--- src/rtl/tern_weight_unpacker_if.sv ---
// ---------------------------------------------------------------------------
// tern_weight_unpacker_if
// Handshake bundle between packed-weight storage, the ternary unpacker and
// the multiplier's weight input.
//
//   byte_in    [7:0]         packed byte of five base-3 trits
//   byte_valid               byte_in holds a byte
//   byte_ready               unpacker takes the byte this cycle
//   w_out      [2*LANES-1:0] LANES signed 2-bit weights, lane 0 oldest
//   w_valid                  w_out holds a full beat
//   w_ready                  consumer takes the beat this cycle
//   w_last                   this beat closes a matrix row
//   err                      sticky flag for an out-of-range byte code
//   err_clr                  synchronous clear for err
//
// master : byte producer / weight consumer side
// slave  : the unpacker itself
// ---------------------------------------------------------------------------
interface tern_weight_unpacker_if #(
   parameter int LANES = 4
);
   logic [7:0]         byte_in;
   logic               byte_valid;
   logic               byte_ready;
   logic [2*LANES-1:0] w_out;
   logic               w_valid;
   logic               w_ready;
   logic               w_last;
   logic               err;
   logic               err_clr;

   modport master (
      output byte_in, byte_valid, w_ready, err_clr,
      input  byte_ready, w_out, w_valid, w_last, err
   );

   modport slave (
      input  byte_in, byte_valid, w_ready, err_clr,
      output byte_ready, w_out, w_valid, w_last, err
   );
endinterface

--- src/rtl/tern_weight_unpacker.sv ---
// ---------------------------------------------------------------------------
// tern_weight_unpacker
// Turns a stream of packed ternary bytes (five base-3 digits per byte, d0
// earliest) into beats of LANES two's-complement weights in {-1,0,+1}.
// Each row is ROW_LEN weights long; trits of a byte that run past the end
// of a row are thrown away so the next row starts on a fresh byte.
//
//   clk    rising-edge clock
//   rst_n  asynchronous active-low reset
//   bus    tern_weight_unpacker_if.slave (byte in, weight beat out, err)
// ---------------------------------------------------------------------------
module tern_weight_unpacker #(
   parameter int LANES   = 4,
   parameter int ROW_LEN = 4096
) (
   input logic                   clk,
   input logic                   rst_n,
   tern_weight_unpacker_if.slave bus
);
   localparam int DEPTH = LANES + 4;
   localparam int FW    = $clog2(LANES + 5);
   localparam int RW    = $clog2(ROW_LEN + 1);
   localparam int BEATS = ROW_LEN / LANES;
   localparam int BW    = (BEATS > 1) ? $clog2(BEATS) : 1;
   localparam int POW3 [5] = '{1, 3, 9, 27, 81};

   logic [1:0]    trits_q [DEPTH];
   logic [1:0]    trits_d [DEPTH];
   logic [FW-1:0] fill_q, fill_d;
   logic [RW-1:0] rowRem_q, rowRem_d;
   logic [BW-1:0] beatCnt_q, beatCnt_d;
   logic          err_q, err_d;
   logic [1:0]    newTrit [5];
   logic          codeBad;
   logic          wValid;
   logic          byteReady;
   logic          pushEn;
   logic          popEn;

   // Handshake status comes only from registered fill, so byte_in never
   // reaches w_out in the same cycle. byte_ready is held low during reset.
   assign wValid    = (fill_q >= FW'(LANES));
   assign byteReady = rst_n && (fill_q <= FW'(LANES - 1));
   assign pushEn    = bus.byte_valid && byteReady;
   assign popEn     = wValid && bus.w_ready;

   assign bus.byte_ready = byteReady;
   assign bus.w_valid    = wValid;
   assign bus.w_last     = wValid && (int'(beatCnt_q) == BEATS - 1);
   assign bus.err        = err_q;

   // Split the incoming byte into five weights. Codes above 242 are not
   // valid base-3 bytes and decode to five zero weights.
   always_comb begin
      int code;
      int digit;
      code    = int'(bus.byte_in);
      codeBad = (code > 242);
      for (int k = 0; k < 5; k++) begin
         digit = (code / POW3[k]) % 3;
         if (codeBad) begin
            newTrit[k] = 2'b00;
         end else begin
            case (digit)
               0:       newTrit[k] = 2'b11;
               1:       newTrit[k] = 2'b00;
               default: newTrit[k] = 2'b01;
            endcase
         end
      end
   end

   // Lane 0 is the oldest trit in the buffer.
   always_comb begin
      bus.w_out = '0;
      for (int i = 0; i < LANES; i++) begin
         bus.w_out[2*i +: 2] = trits_q[i];
      end
   end

   // Next-state: a pop shifts the buffer down by one beat, then a push
   // writes up to five trits right behind whatever is still held.
   always_comb begin
      int rowRemI;
      int pushN;
      int base;
      rowRemI = int'(rowRem_q);
      pushN   = (rowRemI < 5) ? rowRemI : 5;
      base    = int'(fill_q);
      for (int j = 0; j < DEPTH; j++) begin
         trits_d[j] = trits_q[j];
      end
      if (popEn) begin
         base = base - LANES;
         for (int j = 0; j < DEPTH; j++) begin
            trits_d[j] = (j + LANES < DEPTH) ? trits_q[(j + LANES) % DEPTH] : 2'b00;
         end
      end
      if (pushEn) begin
         for (int j = 0; j < DEPTH; j++) begin
            for (int k = 0; k < 5; k++) begin
               if (k < pushN && j == base + k) begin
                  trits_d[j] = newTrit[k];
               end
            end
         end
      end
      fill_d = FW'(pushEn ? base + pushN : base);

      rowRem_d = rowRem_q;
      if (pushEn) begin
         rowRem_d = (rowRemI <= 5) ? RW'(ROW_LEN) : RW'(rowRemI - 5);
      end

      beatCnt_d = beatCnt_q;
      if (popEn) begin
         beatCnt_d = (int'(beatCnt_q) == BEATS - 1) ? '0 : beatCnt_q + BW'(1);
      end

      // A fresh bad byte wins over a simultaneous clear.
      err_d = err_q;
      if (pushEn && codeBad) begin
         err_d = 1'b1;
      end else if (bus.err_clr) begin
         err_d = 1'b0;
      end
   end

   // State registers; reset discards any partially assembled row.
   always_ff @(posedge clk or negedge rst_n) begin
      if (!rst_n) begin
         for (int j = 0; j < DEPTH; j++) begin
            trits_q[j] <= 2'b00;
         end
         fill_q    <= '0;
         rowRem_q  <= RW'(ROW_LEN);
         beatCnt_q <= '0;
         err_q     <= 1'b0;
      end else begin
         for (int j = 0; j < DEPTH; j++) begin
            trits_q[j] <= trits_d[j];
         end
         fill_q    <= fill_d;
         rowRem_q  <= rowRem_d;
         beatCnt_q <= beatCnt_d;
         err_q     <= err_d;
      end
   end
endmodule

--- src/flat_wrapper.sv ---
// flat-port wrapper written by rule: the top's interface ports become plain ports
module tern_weight_unpacker_flat 
#(
   parameter int LANES   = 4,
   parameter int ROW_LEN = 4096
)
  (clk, rst_n, bus_byte_in, bus_byte_valid, bus_w_ready, bus_err_clr, bus_byte_ready, bus_w_out, bus_w_valid, bus_w_last, bus_err);
  tern_weight_unpacker_if #(.LANES(LANES)) bus_i ();
  input logic clk;
  input logic rst_n;
  input wire logic [$bits(bus_i.byte_in)-1:0] bus_byte_in;
  input wire logic [$bits(bus_i.byte_valid)-1:0] bus_byte_valid;
  input wire logic [$bits(bus_i.w_ready)-1:0] bus_w_ready;
  input wire logic [$bits(bus_i.err_clr)-1:0] bus_err_clr;
  output wire logic [$bits(bus_i.byte_ready)-1:0] bus_byte_ready;
  output wire logic [$bits(bus_i.w_out)-1:0] bus_w_out;
  output wire logic [$bits(bus_i.w_valid)-1:0] bus_w_valid;
  output wire logic [$bits(bus_i.w_last)-1:0] bus_w_last;
  output wire logic [$bits(bus_i.err)-1:0] bus_err;
  assign bus_i.byte_in = bus_byte_in;
  assign bus_i.byte_valid = bus_byte_valid;
  assign bus_i.w_ready = bus_w_ready;
  assign bus_i.err_clr = bus_err_clr;
  assign bus_byte_ready = bus_i.byte_ready;
  assign bus_w_out = bus_i.w_out;
  assign bus_w_valid = bus_i.w_valid;
  assign bus_w_last = bus_i.w_last;
  assign bus_err = bus_i.err;
  tern_weight_unpacker #(.LANES(LANES), .ROW_LEN(ROW_LEN)) u_core (.clk(clk), .rst_n(rst_n), .bus(bus_i));
endmodule
--- config.mk ---
export PLATFORM = sky130hd
export DESIGN_NAME = tern_weight_unpacker_flat
export DESIGN_NICKNAME = d
export VERILOG_FILES = /design/src/rtl/tern_weight_unpacker_if.sv /design/src/rtl/tern_weight_unpacker.sv /design/src/flat_wrapper.sv
export SDC_FILE = /design/constraint.sdc
export NUM_CORES = 1
export LEC_CHECK = 0
export ABC_CLOCK_PERIOD_IN_PS = 5000
export BUFFER_PORTS_ARGS = -buffer_cell sky130_fd_sc_hd__buf_2
export CORE_MARGIN = 2
export CORE_UTILIZATION = 40
export DETAILED_ROUTE_END_ITERATION = 6
export SLEW_MARGIN = 20
export SYNTH_ARGS = -nofsm -noshare
export SYNTH_HDL_FRONTEND = slang
export SYNTH_SLANG_ARGS = --single-unit
--- constraint.sdc ---
create_clock -name clk -period 5 [get_ports clk]
set_clock_uncertainty 0.1 [all_clocks]
set_input_delay 0.25 -clock clk [delete_from_list [all_inputs] [get_ports clk]]
set_output_delay 0.25 -clock clk [all_outputs]
set_load 0.03 [all_outputs]
# After elaboration in Yosys (flattened, before gate mapping)

Cells that the tools add are included.

Register bits after elaboration: 44
Bits of input ports: 13
Logic and storage cells: 195
Output and inout bits: 12

Multiplexer cells: 59
Reductions and logical operators: 56
Add/sub/neg operators: 8
Divide/modulo/power cells: 9
Order comparisons: 10
Eq/ne operators: 41

Operators with widths:

| operator                                                        | number |
|---|---|
| == test 4 x 32 -> 1 bit, first input constant                   | 20 |
| == test 3 x 32 -> 1 bit, first input constant                   | 10 |
| logical NOT 32 bit                                              | 10 |
| == test 2 x 32 -> 1 bit, first input constant                   | 5 |
| == test 32 x 1 -> 1 bit, second input constant                  | 5 |
| remainder unit 32 x 3 -> 32 bit, second input constant          | 4 |
| two-way mux 2 bit                                               | 45 |
| adder 32 x 3 -> 32 bit, second input constant                   | 2 |
| logical AND 1 bit                                               | 45 |
| adder 32 x 2 -> 32 bit, second input constant                   | 1 |
| adder 32 x 4 -> 32 bit, second input constant                   | 1 |
| divider 9 x 3 -> 32 bit, second input constant                  | 1 |
| divider 9 x 5 -> 32 bit, second input constant                  | 1 |
| divider 9 x 6 -> 32 bit, second input constant                  | 1 |
| divider 9 x 8 -> 32 bit, second input constant                  | 1 |
| remainder unit 9 x 3 -> 32 bit, second input constant           | 1 |
| two-way mux 16 bit                                              | 2 |
| two-way mux 32 bit                                              | 1 |
| < comparator 1 x 13 -> 1 bit, first input constant              | 2 |
| < comparator 2 x 13 -> 1 bit, first input constant              | 2 |
| two-way mux 13 bit                                              | 2 |
| case mux 2 bit (2 select lines)                                 | 5 |
| less-or-equal comparator 13 x 3 -> 1 bit, second input constant | 1 |
| < comparator 13 x 3 -> 1 bit, second input constant             | 1 |
| other kinds (13)                                                | 14 |

# Logic depth before layout (Yosys ltp)

Depth in word-level cells: 11
Gate-level depth with buffers: 41
Mapped depth without buffers: 39

# Worst setup path after synthesis

No wires, ideal clock.

Kind: input-to-reg
Start: in bus_byte_in[2]
End: reg u_core.trits_q[7] (netlist bit)
Library setup time: 66 ps
Stages: 40
Required time: 4834 ps
Path buffers: 3
Arrival time: 8581 ps
Path slack: -3747 ps
Cell sequence: clkbuf_1 > inv_2 > ha_1 > buf_6 > nor4b_4 > a21oi_1 > ha_1 > and4b_1 > a21boi_1 > or3_1 > buf_2 > xnor2_1 > or3_1 > and3_1 > a31o_2 > nor4_4 > xnor2_1 > ha_1 > [... 4 more ...] > ha_1 > inv_1 > o311a_1 > mux2i_1 > nor3_1 > a31oi_2 > a21oi_2 > inv_1 > o211ai_1 > o21ai_0 > ha_1 > a21o_1 > nor3_1 > nor2_1 > nor4_2 > nand3_2 > a221oi_2 > a2111o_1

RTL lines:

| what                          | line                        | RTL |
|---|---|---|
| start, declared               | flat_wrapper.sv:11          | `input wire logic [$bits(bus_i.byte_in)-1:0] bus_byte_in;` |
| end signal, assigned by index | tern_weight_unpacker.sv:141 | `trits_q[j] <= trits_d[j];` |
| end, declared                 | tern_weight_unpacker.sv:27  | `logic [1:0] trits_q [DEPTH];` |

==> metrics.md <==
| Metric | Value |
|---|---|
| Number of synthesized flops with an enable pin | 0 |
| Drt total wl | 33600 um |
| Row Count | 55 |
| Core area | 22700 um^2 |
| CTS max path bufs | 2 |
| Die width | 157 um |
| Vias in the first global route | 11000 |
| WP data arrival | 7010 ps |
| Count of different cell masters after synthesis | 118 |
| CP Launch Type | input port |
| Overflow after GRT | 0 |
| Initial drt markers | 993 |
| Layout cell share with drive strength beyond 1 | 32.6% |
| Max Fclk | 144 MHz |
| Post-synthesis instance total | 1300 |
| Min-delay src | bus_err_clr |
| Die Height | 157 um |
| Failing checks | setup timing |
| CTS tree | built |
| Post-DP Area | 12300 um^2 |
| LEAKAGE | 5.80 nW |
| Antenna Nets Post-Route | 0 |
| Drt wl/cell | 17.2 um |
| Initial antenna violation count | 0 |
| Crit path kind | in2reg |
| Tmin final | 6930 ps |
| Hold Crit Class | in2reg |
| R2R cell count | 12 |
| Dpl hpwl | 25700 um |
| Final setup violation count | 16 |
| Reg-to-Reg End | u_core.bus.w_out[2]$_DFF_PN0_ |
| Relative slew margins | 23.0% |
| CP max FO | 5 |
| Largest net degree at the start of global routing | 42 |
| Worst reg-to-reg setup slack | 930 ps |
| CP max stage delay | 410 ps |
| Via density | 5.95 |
| Post-synth top flop | dfrtp_1 |
| Post-synth top area share | 11.6% |
| Global-route wire length before repair | 55000 um |
| Largest cells by area after synthesis | dfrtp_1 12%, ha_1 7.5%, nor2_1 5.5% |
| YS warnings | 0 |
| Die area | 24500 um^2 |
| Number of diodes | 0 |
| H-tree levels | 2 |
| Cell count of the worst hold path | 2 |
| Drt drc | 0 |
| Crit. End Element | flip-flop |
| Initial Util | 41.0% |
| PortBufs | 24 |
| Seq/Total Area, Yosys | 11.8% |
| PD cells | 366 nW/um^2 |
| Yosys top cell by area | dfrtp_1 |
| VDD IR max | 278 uV |
| Router iterations before antenna repair | 6 |
| # clock sinks | 44 |
| Global Route Usage Sum | 27.0% |
| Number of synthesized register bits | 44 |
| Critical path's slowest cell | or3_4 |
| Combinational group share of total power | 78.9% |
| Sequential power share | 12.7% |
| Final Max Slew Viols | 0 |
| NetSw | 2.30 mW |
| Count of final hold-check violations | 0 |
| Clk_lat worst skew | 290 ps |
| Final nets | 1736 |
| Routability congestion estimate | 0.934 |
| Clk pwr share | 8.5% |
| Final worst slack | -1930 ps |
| Max-cap violations | 0 |
| Reg clk slew, reported paths | 70 ps |
| Cell-internal power | 2.46 mW |
| Status | finished with violations |
| Post-Syn Area | 9300 um^2 |
| Async set-reset flop share out of synthesis | 100% |
| Fin crit share | 139% |
| Post-synthesis to final-layout area growth | 39.7% |
| Req. time, crit path | 5070 ps |
| Detailed-route via count | 11600 |
| Num CTS Buffers | 5 |
| Setup slack at placement | -2630 ps |
| Final Hold Slack | 49.9 ps |
| IO Count | 25 |
| Final instance area | 13000 um^2 |
| R2r startpoint | u_core.rowRem_q[7]$_DFFE_PN0P_ |
| Slew @ Worst Pin | 1140 ps |
| Hold EP | u_core.bus.err$_DFFE_PN0P_ |
| Avg Cell Area, Syn | 7.16 um^2 |
| Unrepaired setup endpoints after global routing | yes |
| Switching share of total power | 48.3% |
| Clock root cell | clkbuf_16 |
| Power Total | 4.76 mW |
## cells in the final DEF (no fill, tap or decap), types with 9 or more instances in the layout
cell and count:
conb_1 28, dfrtp_1 43, or3_1 12, o31ai_1 17, nand2_1 135, nor2b_1 13
buf_4 377, a21oi_1 68, a21o_1 17, a31oi_1 30, or2_2 11, xnor2_1 41
and2_1 16, a22oi_1 9, nand2b_1 10, a211oi_1 14, inv_1 44, mux2i_1 34
o21ai_0 69, ha_1 51, nor4_1 17, buf_2 22, nand4_1 18, nand3_1 41
o21ai_1 12, nor2_1 136, and3_1 18, o211ai_1 21, nor3_1 38
## critical path: cells and delay by family
family | cells | cell delay [ps]
compound gates | 17 | 2750
xor+xnor | 2 | 210
fa+ha+maj | 5 | 1080
buf+inv | 6 | 500
mux | 4 | 560
simple gates | 7 | 1660
## metal layers
metal / GRT usage, % / vias to the layer above / routed length [um]
met4: 5.37 / 0 / 622
met1: 36.6 / 5497 / 15200
li1: - / 5661 / -
met2: 46.8 / 397 / 15900
met3: 2.35 / 52 / 1850
met5: 0 / - / 0
## sequential cells by signal, indices dropped and copies added (netlist names)
register,cells
u_core.rowRem_q,13
u_core.fill_q,4
u_core.bus.err,1
u_core.bus.w_out,8
u_core.trits_q,8
u_core.beatCnt_q,10
## cell usage after synthesis, drive strengths merged, types with 10 or more instances
cell type and number:
buf 36, and2 16, a21o 17, xnor2 47, nor2b 14, nand2b 11
o22ai 10, or3 13, inv 52, o21ai 87, dfrtp 43, nor3 47
nand4 18, a22oi 12, ha 56, a21oi 80, a31oi 33, a211oi 16
nand2 137, nand3 43, clkbuf 38, o31ai 21, and3 18, mux2i 35
nor4 23, nor2 138, or2 12, o211ai 22
## power by group through the flow
stage | Sequential (mW) | Combinational, mW | Clock, mW
floorplan | 0.551 | 2.21 | 0
global placement | 0.603 | 3.37 | 0
detailed placement | 0.604 | 3.41 | 0
CTS | 0.600 | 3.64 | 0.404
global route | 0.620 | 4.10 | 0.420
finish | 0.603 | 3.76 | 0.403
## per-stage QoR
step                      cells  TNS, ps  utilization [%]
after global routing       1952   -36640             57.2
after global placement     1914   -38510             54.3
after CTS                  1945   -28540             56.5
after floorplan            1326   -47530                -
after detailed placement   1914   -40890             54.3
final                      1952   -29840             57.2
## worst max-delay path by stage
stage,start,end,cells past startpoint,slack (ps)
2_1_floorplan,bus_byte_in[2],u_core.trits_q[7]$_DFF_PN0_,40,-3100
4_1_cts,bus_byte_in[1],u_core.trits_q[2]$_DFF_PN0_,39,-1860
3_3_place_gp,bus_byte_in[2],u_core.trits_q[2]$_DFF_PN0_,41,-2470
3_5_place_dp,bus_byte_in[2],u_core.trits_q[2]$_DFF_PN0_,41,-2630
6_report,bus_byte_in[1],u_core.trits_q[7]$_DFF_PN0_,41,-1930
5_1_grt,bus_byte_in[1],u_core.trits_q[7]$_DFF_PN0_,40,-2400
## cell type report
class / count / area (um^2)
clock inverters: 2 / 38.8
fillers: 2104 / 9710
inverters: 55 / 221
flip-flops and latches: 44 / 1100
multi-input cells: 1153 / 8100
well taps: 285 / 357
repair buffers: 407 / 3050
clock buffers: 6 / 139
## cells by family after synthesis
| family | share of synthesized area [%] |
|---|---|
| other | 0.0807 |
| AOI/OAI and AO/OA | 35.0 |
| buffers and inverters | 5.89 |
| xor gates and xnor gates | 5.34 |
| DFF | 11.8 |
| and+or+nand+nor | 29.6 |
| adders and majority gates | 7.75 |
| muxes | 4.53 |
## timing repair
item | 4_1_cts | 5_1_grt
endpoints found under the hold margin | 5 | 0
setup endpoints to repair | 16 | 16
hold buffers | 1 | 0
pin swaps | 25 | 17
resized for setup | 38 | 20
buffers inserted | 23 | 7
Note: power is estimated with default switching activity, not from simulation.
